--- config.mk ---
export PLATFORM = sky130hd
export DESIGN_NAME = packet_scheduler
export DESIGN_NICKNAME = d
export VERILOG_FILES = /design/src/rtl/hdmi_pkg.sv /design/src/rtl/round_robin_arbiter.sv /design/src/rtl/packet_scheduler.sv
export SDC_FILE = /design/constraint.sdc
export NUM_CORES = 1
export LEC_CHECK = 0
export ABC_AREA = 1
export CAP_MARGIN = 20
export CORE_AREA = 5 5 493 495
export CTS_CLUSTER_DIAMETER = 60
export DETAILED_ROUTE_END_ITERATION = 8
export DIE_AREA = 0 0 498 500
export GPL_TIMING_DRIVEN = 0
export PLACE_DENSITY_LB_ADDON = 0.12
export SYNTH_ARGS = -nofsm -noshare
export SYNTH_HDL_FRONTEND = slang
export SYNTH_SLANG_ARGS = --single-unit
export TNS_END_PERCENT = 20
--- constraint.sdc ---
create_clock -name clk_pixel -period 11.25 [get_ports clk_pixel]
set_clock_uncertainty 0.2 [all_clocks]
set_input_delay 2.25 -clock clk_pixel [delete_from_list [all_inputs] [get_ports clk_pixel]]
set_output_delay 2.25 -clock clk_pixel [all_outputs]
set_load 0.1 [all_outputs]
--- src/rtl/hdmi_pkg.sv ---
// Shared HDMI data-island definitions: slot geometry, null header, scheduler states.
package hdmi_pkg;

  localparam int unsigned PACKET_SLOT_LEN = 32;
  localparam logic [23:0] NULL_HEADER     = 24'h000000;
  localparam logic [4:0]  SLOT_LAST       = 5'(PACKET_SLOT_LEN - 1);

  typedef enum logic {
    IDLE,
    SEND
  } packet_sched_state_t;

endpackage

--- src/rtl/round_robin_arbiter.sv ---
// Round-robin arbiter: grants the first request at or after ptr_i, wrapping to 0.
module round_robin_arbiter #(
  parameter  int unsigned WIDTH = 4,
  localparam int unsigned PW    = (WIDTH > 1) ? $clog2(WIDTH) : 1
) (
  input  logic [WIDTH-1:0] req_i,
  input  logic [PW-1:0]    ptr_i,
  output logic [WIDTH-1:0] gnt_o,
  output logic [PW-1:0]    next_ptr_o
);

  logic [WIDTH-1:0] upper;
  logic [WIDTH-1:0] sel;
  logic             found;

  // Prefer requests at or above the pointer; fall back to the lowest request overall.
  always_comb begin
    upper      = '0;
    gnt_o      = '0;
    next_ptr_o = ptr_i;
    found      = 1'b0;
    for (int unsigned k = 0; k < WIDTH; k++) begin
      upper[k] = req_i[k] && (k >= 32'(ptr_i));
    end
    sel = (|upper) ? upper : req_i;
    for (int unsigned k = 0; k < WIDTH; k++) begin
      if (!found && sel[k]) begin
        found      = 1'b1;
        gnt_o[k]   = 1'b1;
        next_ptr_o = (k == WIDTH - 1) ? '0 : PW'(k + 1);
      end
    end
  end

endmodule

--- src/rtl/packet_scheduler.sv ---
// HDMI data-island packet scheduler: one packet per 32-pixel slot, source 0
// fixed priority, sources 1..N-1 round-robin, optional once-per-field limit.
module packet_scheduler
  import hdmi_pkg::*;
#(
  parameter int unsigned            NUM_SOURCES    = 4,
  parameter logic [NUM_SOURCES-1:0] ONCE_PER_FRAME = 4'b1100
) (
  input  logic                              clk_pixel,
  input  logic                              reset,
  input  logic                              island_prepare,
  input  logic [4:0]                        island_packets,
  input  logic                              data_island_period,
  input  logic                              frame_start,
  input  logic [NUM_SOURCES-1:0]            src_req,
  input  logic [NUM_SOURCES-1:0][23:0]      src_header,
  input  logic [NUM_SOURCES-1:0][3:0][55:0] src_sub,
  output logic [NUM_SOURCES-1:0]            src_ack,
  output logic [23:0]                       header,
  output logic [3:0][55:0]                  sub,
  output logic                              packet_valid,
  output logic [2:0]                        packet_source,
  output logic                              protocol_error
);

  localparam int unsigned RRW = NUM_SOURCES - 1;
  localparam int unsigned PW  = (RRW > 1) ? $clog2(RRW) : 1;

  packet_sched_state_t    state_q;
  logic [4:0]             slot_cnt_q;
  logic [4:0]             remaining_q;
  logic [23:0]            hdr_q;
  logic [3:0][55:0]       sub_q;
  logic                   valid_q;
  logic [2:0]             src_q;
  logic [NUM_SOURCES-1:0] ack_q;
  logic                   err_q;
  logic [NUM_SOURCES-1:0] served_q;
  // Pointer is held relative to source 1: value 0 selects source 1.
  logic [PW-1:0]          rr_ptr_q;

  logic [NUM_SOURCES-1:0] eligible;
  logic [RRW-1:0]         rr_gnt;
  logic [PW-1:0]          rr_ptr_d;
  logic                   rr_hit;
  logic [NUM_SOURCES-1:0] grant_d;
  logic [23:0]            hdr_d;
  logic [3:0][55:0]       sub_d;
  logic [2:0]             src_d;
  logic                   load_d;

  assign eligible = src_req & ~(served_q & ONCE_PER_FRAME);

  round_robin_arbiter #(
    .WIDTH(RRW)
  ) u_rr (
    .req_i      (eligible[NUM_SOURCES-1:1]),
    .ptr_i      (rr_ptr_q),
    .gnt_o      (rr_gnt),
    .next_ptr_o (rr_ptr_d)
  );

  assign rr_hit  = !eligible[0] && (|rr_gnt);
  assign grant_d = eligible[0] ? NUM_SOURCES'(1) : {rr_gnt, 1'b0};

  // Select header/subpackets of the winner; no winner yields a null packet.
  always_comb begin
    hdr_d = NULL_HEADER;
    sub_d = '0;
    src_d = '0;
    for (int unsigned s = 0; s < NUM_SOURCES; s++) begin
      if (grant_d[s]) begin
        hdr_d = src_header[s];
        sub_d = src_sub[s];
        src_d = 3'(s);
      end
    end
  end

  // A load starts an island or lands on the final cycle of a non-final slot.
  always_comb begin
    load_d = 1'b0;
    if (state_q == IDLE) begin
      load_d = island_prepare && (island_packets != 5'd0);
    end else begin
      load_d = !island_prepare && data_island_period &&
               (slot_cnt_q == SLOT_LAST) && (remaining_q != 5'd0);
    end
  end

  // Served flags and round-robin pointer; a same-cycle grant wins over frame_start.
  always_ff @(posedge clk_pixel or posedge reset) begin
    if (reset) begin
      served_q <= '0;
      rr_ptr_q <= '0;
    end else begin
      served_q <= (served_q & ~{NUM_SOURCES{frame_start}}) |
                  (load_d ? (grant_d & ONCE_PER_FRAME) : '0);
      if (load_d && rr_hit) begin
        rr_ptr_q <= rr_ptr_d;
      end
    end
  end

  // Island FSM with registered packet outputs, ack pulse and sticky error.
  always_ff @(posedge clk_pixel or posedge reset) begin
    if (reset) begin
      state_q     <= IDLE;
      slot_cnt_q  <= '0;
      remaining_q <= '0;
      hdr_q       <= NULL_HEADER;
      sub_q       <= '0;
      valid_q     <= 1'b0;
      src_q       <= '0;
      ack_q       <= '0;
      err_q       <= 1'b0;
    end else begin
      ack_q <= '0;
      if (data_island_period) begin
        slot_cnt_q <= slot_cnt_q + 5'd1;
      end
      if (load_d) begin
        hdr_q   <= hdr_d;
        sub_q   <= sub_d;
        valid_q <= |grant_d;
        src_q   <= src_d;
        ack_q   <= grant_d;
      end
      case (state_q)
        IDLE: begin
          if (island_prepare) begin
            if (island_packets != 5'd0) begin
              remaining_q <= island_packets - 5'd1;
              slot_cnt_q  <= '0;
              state_q     <= SEND;
            end else begin
              err_q <= 1'b1;
            end
          end
        end
        SEND: begin
          if (island_prepare) begin
            err_q   <= 1'b1;
            state_q <= IDLE;
          end else if (!data_island_period) begin
            err_q   <= 1'b1;
            valid_q <= 1'b0;
            state_q <= IDLE;
          end else if (slot_cnt_q == SLOT_LAST) begin
            if (remaining_q != 5'd0) begin
              remaining_q <= remaining_q - 5'd1;
            end else begin
              state_q <= IDLE;
            end
          end
        end
        default: state_q <= IDLE;
      endcase
    end
  end

  assign src_ack        = ack_q;
  assign header         = hdr_q;
  assign sub            = sub_q;
  assign packet_valid   = valid_q;
  assign packet_source  = src_q;
  assign protocol_error = err_q;

endmodule

==> flow_summary.yaml, run 1 <==
critical_path:
  worstPathArrival_ps: 2420
  path_max_fanout: 2
  path_cells: "clkdlybuf4s50_1"
  max_stage_delay_ps: 1210
  critPathSlowestCell: "clkdlybuf4s50_1"
  end_kind: "primary output"
  path_delay_family: "buffers and inverters"
  critPathBufInv: 1
  start_kind: "flip-flop"
  cp.required_ps: 8800
  crit_type: "reg -> out"
sta:
  hold_slack_ps: 284
  tns_ps: 0
  finalCritPeriodShare_pct: 43.2
  worst-slew-pin-transition_ps: 1170
  setup_viol: 0
  slew_violations: 0
  rsz0062_at_grt: "no"
  fmax_mhz: 206
  hold_violations: 0
  maxSlewHeadroom_pct: 21.7
  fin_crit_ps: 4870
detailed_routing:
  drtIter0Drc: 1566
  dr_wl_met2_mm: 88.5
  wire_per_inst_microns: 23.8
  num_vias: 27300
  wl_met1_mm: 85.4
  drcViolationCount: 0
  ant_nets: 0
  routed.top_layer: "met5"
  wl_met3_mm: 17.2
  firstDrtPassIters: 7
  totalWireLength_mm: 195
  viasPerCell: 3.33
finish:
  nFillCells: 27600
  most-common-layout-cells: "nand2_1, clkdlybuf4s50_1, inv_1"
  final_nets: 5965
  drive_above_1_share_pct: 6.61
  final_cells: 8197
  area_growth_pct: 95.8
  final_common_cell: "nand2_1"
clock_tree:
  clock_path_buffers: 3
  htreeDepth: 3
  cts.repair.resized: 0
  cts_hold_buf: 0
  cts_root_buf: "clkbuf_16"
  numCtsBuffers: 75
  clk_pin_slew_ps: 50
  cts_tree: "built"
  numClockSinks: 271
  postCtsSetupBuffers: 0
  clk-insertion-delay-late_ps: 680
power_and_ir_drop:
  power_leakage_nw: 19.6
  p_sw_share_pct: 51.8
  vdd_drop_max_mv: 0.0976
  p_switching_mw: 4.14
  power.share.combinational_pct: 53.5
  p_clk_share_pct: 28.9
  p_seq_share_pct: 17.5
  intPower_mw: 3.86
  p_per_area_nw_per_um2: 199
synth:
  yosysSeqAreaShare_pct: 33.1
  yosysUniqueCellTypes: 27
  synth_warnings: 0
  syn_nets: 4609
  ys_ff_latch: 271
  syn_area_per_cell_sq_um: 5.70
  syn-instance-count: 3599
  syn_area_sq_um: 20500
grt:
  antenna_found_initial: 89
  grt.total_usage_pct: 15.1
  overflow: 0
  grt_pass1_wl_mm: 259
  grt_start_max_net_pins: 87
  grt_pass1_vias: 29000
worst_hold_path:
  hold_path.class: "reg -> reg"
die:
  die_area_sq_um: 249000
  core_area_sq_um: 237000
  fp.dieH_microns: 500
  start_util_pct: 8.63
  ioPinCount: 1263
  die-width_microns: 498
  rows: 179
placement:
  io_buffers: 1259
  place_congestion: 0.859
  dp_cells: 8044
  dp_hpwl_mm: 165
job:
  drv_cap: 0
run_status:
  status: "finished clean"
-- cell families (layout without fill, tap and decap cells) --
kind of cell	count (synthesis)	count (layout)	synth area share, %
and+or+nand+nor	2558	2558	50.7
buffers and inverters	743	2153	15.3
DFF	271	271	33.1
AOI/OAI and AO/OA	17	17	0.440
xor gates and xnor gates	5	5	0.214
adders and majority gates	4	4	0.244
other	1	22	0.0183
-- cells in the mapped netlist --
cell type / count / area share, %
buf_4: 42 / 1.5
nand2_1: 2017 / 37
or2_2: 2 / 0.061
a21oi_1: 3 / 0.073
nand3_1: 490 / 12
o21ai_0: 10 / 0.24
nor2_1: 13 / 0.24
buf_6: 8 / 0.44
buf_1: 19 / 0.35
conb_1: 1 / 0.018
nand4_1: 3 / 0.092
o21a_1: 1 / 0.037
nand3_2: 21 / 1.0
buf_2: 98 / 2.4
xnor2_1: 2 / 0.085
clkbuf_1: 54 / 0.99
nor2_4: 3 / 0.16
o21ai_1: 2 / 0.049
nor3_1: 4 / 0.098
o21bai_1: 1 / 0.037
inv_2: 5 / 0.092
inv_1: 517 / 9.5
and3_1: 1 / 0.031
ha_1: 4 / 0.24
dfrtp_1: 271 / 33
xor2_1: 3 / 0.13
nand2_2: 4 / 0.12
-- registers in the layout (all words and copies together) (netlist names) --
| name | cells |
|---|---|
| served_q | 2 |
| rr_ptr_q | 2 |
| header | 24 |
| src_ack | 4 |
| sub | 224 |
| packet_source | 2 |
| packet_valid | 1 |
| remaining_q | 5 |
| state_q | 1 |
| protocol_error | 1 |
| slot_cnt_q | 5 |
-- worst reg2reg max path, cell delays in order (launching register included) --
cell	delay, ps
dfrtp_1	380
ha_1	170
and3_1	160
ha_1	170
inv_1	60
nor2_1	90
nand3_1	90
nand2_2	260
buf_2	520
buf_2	560
nand3_1	320
nand2_1	120
inv_1	40
nand2_1	60
-- area by class of cell --
| class | count | area (sq um) | area share [%] |
|---|---|---|---|
| Buffer | 221 | 1170 | 2.93 |
| Timing Repair Buffer | 1279 | 13000 | 32.4 |
| Tap cell | 3167 | 3960 | 9.87 |
| Clock buffer | 95 | 2040 | 5.09 |
| Antenna cell | 21 | 52.6 | 0.131 |
| Multi-Input combinational cell | 2585 | 10600 | 26.4 |
| Clock inverter | 36 | 579 | 1.44 |
| Sequential cell | 271 | 6780 | 16.9 |
| Inverter | 522 | 1970 | 4.90 |
-- routing by layer --
| layer | up-vias | GRT usage (%) |
|---|---|---|
| met2 | 1042 | 24.7 |
| met1 | 12500 | 18.9 |
| met4 | 68 | 3.06 |
| li1 | 13400 | - |
| met3 | 205 | 5.76 |
| met5 | - | 0 |
-- final timing paths --
path | start | endpoint | slack, ps | cells after the start
worst max register to register | slot_cnt_q[0]$_DFF_PP0_ | sub[142]$_DFFE_PP0P_ | 7940 | 13
worst min-delay path | remaining_q[4]$_DFFE_PP0P_ | remaining_q[4]$_DFFE_PP0P_ | 280 | 2
worst max-delay path | sub[52]$_DFFE_PP0P_ | sub[52] | 6380 | 1
max in group asynchronous | reset | header[22]$_DFFE_PP0P_ | 7660 | 4
min in group asynchronous | reset | sub[0]$_DFFE_PP0P_ | 1800 | 2
worst min register to register | remaining_q[4]$_DFFE_PP0P_ | remaining_q[4]$_DFFE_PP0P_ | 280 | 2
-- power groups by stage --
stage	Clock, mW	Sequential (mW)	Combinational (mW)
6_report	2.32	1.40	4.28
3_5_place_dp	0	1.42	4.35
3_3_place_gp	0	1.42	4.32
2_1_floorplan	0	3.12	0.915
4_1_cts	2.43	1.41	4.37
5_1_grt	2.46	1.44	4.56
-- metrics by stage --
stage / power, mW / util [%] / instance area (sq um) / worst slack (ps)
after floorplan: 4.03 / - / 20500 / 1330
after global placement: 5.74 / 15.6 / 37100 / -6710
after detailed placement: 5.77 / 15.8 / 37400 / 5380
after CTS: 8.21 / 16.9 / 40100 / 6140
after global routing: 8.46 / 16.9 / 40100 / 6190
final: 8.00 / 16.9 / 40100 / 6380
(Power assumes the default switching activity.)
==> run 2, diff against run 1 <==
Clock period 11.25 ns to 5 ns, I/O delays scaled along.
==> flow_summary.yaml, run 2 (synthesized netlist as in run 1, its figures left out) <==
sta:
  setup_viol: 0
  worst-slew-pin-transition_ps: 1160
  hold_violations: 0
  fin_crit_ps: 3660
  rsz0062_at_grt: "no"
  maxSlewHeadroom_pct: 22.3
  slew_violations: 0
  fmax_mhz: 273
  finalCritPeriodShare_pct: 73.2
die:
  core_area_sq_um: 237000
  rows: 179
  die_area_sq_um: 249000
  fp.dieH_microns: 500
  die-width_microns: 498
  ioPinCount: 1263
  start_util_pct: 8.63
clock_tree:
  clock_path_buffers: 3
  cts_hold_buf: 0
  postCtsSetupBuffers: 0
  htreeDepth: 3
  cts.repair.resized: 0
  clk_pin_slew_ps: 50
  numClockSinks: 271
  cts_root_buf: "clkbuf_16"
  numCtsBuffers: 70
  clk-insertion-delay-late_ps: 680
  cts_tree: "built"
finish:
  nFillCells: 27500
  area_growth_pct: 96.2
  final_common_cell: "nand2_1"
  final_nets: 5969
  final_cells: 8219
  most-common-layout-cells: "nand2_1, clkdlybuf4s50_1, inv_1"
  drive_above_1_share_pct: 6.64
  largest_register_ffs: 224
  final_cell_area_sq_um: 40200
grt:
  grt_pass1_vias: 28600
  grt_start_max_net_pins: 32
  grt.total_usage_pct: 15.1
  grt_pass1_wl_mm: 257
  antenna_found_initial: 112
  overflow: 0
run_status:
  status: "finished clean"
power_and_ir_drop:
  total_power_mw: 17.7
  power_leakage_nw: 19.6
  vdd_drop_max_mv: 0.204
  p_per_area_nw_per_um2: 440
detailed_routing:
  drcViolationCount: 0
  ant_nets: 0
  drtIter0Drc: 1540
  viasPerCell: 3.33
  num_vias: 27300
  wire_per_inst_microns: 23.8
  totalWireLength_mm: 196
  firstDrtPassIters: 5
critical_path:
  path_max_fanout: 10
  worstPathArrival_ps: 4040
  end_kind: "flip-flop"
  critPathSlowestCell: "clkbuf_1"
  path_cells: "ha_1 > and3_1 > ha_1 > inv_1 > nor2_1 > nand3_1 > nand2_2 > buf_2 > clkbuf_1 > nand2_1 > nand2_1"
  path_delay_family: "buffers and inverters"
  start_kind: "flip-flop"
  cp.required_ps: 5390
  critPathBufInv: 3
  max_stage_delay_ps: 780
  crit_type: "reg -> reg"
worst_hold_path:
  hold_path.class: "reg -> reg"
placement:
  placed_cell_area_sq_um: 37600
  dp_cells: 8054
  io_buffers: 1259
  dp_hpwl_mm: 168
  place_congestion: 0.848
job:
  drv_cap: 0
[run 2: cell types whose count changed in the layout (fill, tap and decap cells not counted), sizes merged]
cell / change
buf: +7
bufinv: -3
clkbuf: +1
clkdlybuf4s50: +2
clkinv: +3
clkinvlp: -3
diode: +18
inv: -3
[run 2: where the power goes]
part           switching [mW]  internal, mW  leakage, nW
clock                    1.72          3.14         1.20
combinational            7.10          2.57         15.0
sequential              0.383          2.77         3.41
total                    9.20          8.48         19.6
[run 2: through the flow]
stage	util, %	setup WS, ps	TNS, ps	hold slack (ps)
after floorplan	-	219	0	253
after global placement	15.6	-3910	-1047040	274
after detailed placement	15.9	328	0	284
after CTS	16.9	931	0	297
after global routing	16.9	848	0	320
final	16.9	1340	0	287
[run 2: routing by layer]
| metal | global-route usage [%] | part of all wire [%] | vias up |
|---|---|---|---|
| met5 | 0 | 0.32 | - |
| met4 | 3.55 | 1.9 | 98 |
| met3 | 6.23 | 9.6 | 229 |
| met2 | 24.7 | 46 | 1065 |
| met1 | 18.4 | 42 | 12500 |
| li1 | - | - | 13500 |
[run 2: worst paths after layout]
path | start | endpoint | slack, ps | cells past startpoint
hold reg to reg | remaining_q[4]$_DFFE_PP0P_ | remaining_q[4]$_DFFE_PP0P_ | 290 | 2
hold / removal | remaining_q[4]$_DFFE_PP0P_ | remaining_q[4]$_DFFE_PP0P_ | 290 | 2
setup reg to reg | slot_cnt_q[0]$_DFF_PP0_ | sub[54]$_DFFE_PP0P_ | 1340 | 11
min in group asynchronous | reset | sub[191]$_DFFE_PP0P_ | 580 | 2
setup / recovery | slot_cnt_q[0]$_DFF_PP0_ | sub[54]$_DFFE_PP0P_ | 1340 | 11
max in group asynchronous | reset | sub[80]$_DFFE_PP0P_ | 2620 | 6
[run 2: final cells by class]
type / instances / area, sq um / share of cell area (%)
clock inverters: 30 / 463 / 1.15
inverters: 522 / 1960 / 4.88
flip-flops and latches: 271 / 6780 / 16.9
multi-input cells: 2585 / 10600 / 26.3
plain buffers: 221 / 1170 / 2.92
diodes: 39 / 97.6 / 0.243
well taps: 3167 / 3960 / 9.85
clock buffers: 96 / 2010 / 5.00
repair buffers: 1288 / 13200 / 32.8
[run 2: worst register-to-register path: cells and delay by family (launching register included)]
| family | cells | cell delay (ps) |
|---|---|---|
| buffers and inverters | 3 | 1340 |
| flip-flops | 1 | 380 |
| AND/OR/NAND/NOR | 6 | 1300 |
| adder cells (fa/ha/maj) | 2 | 360 |
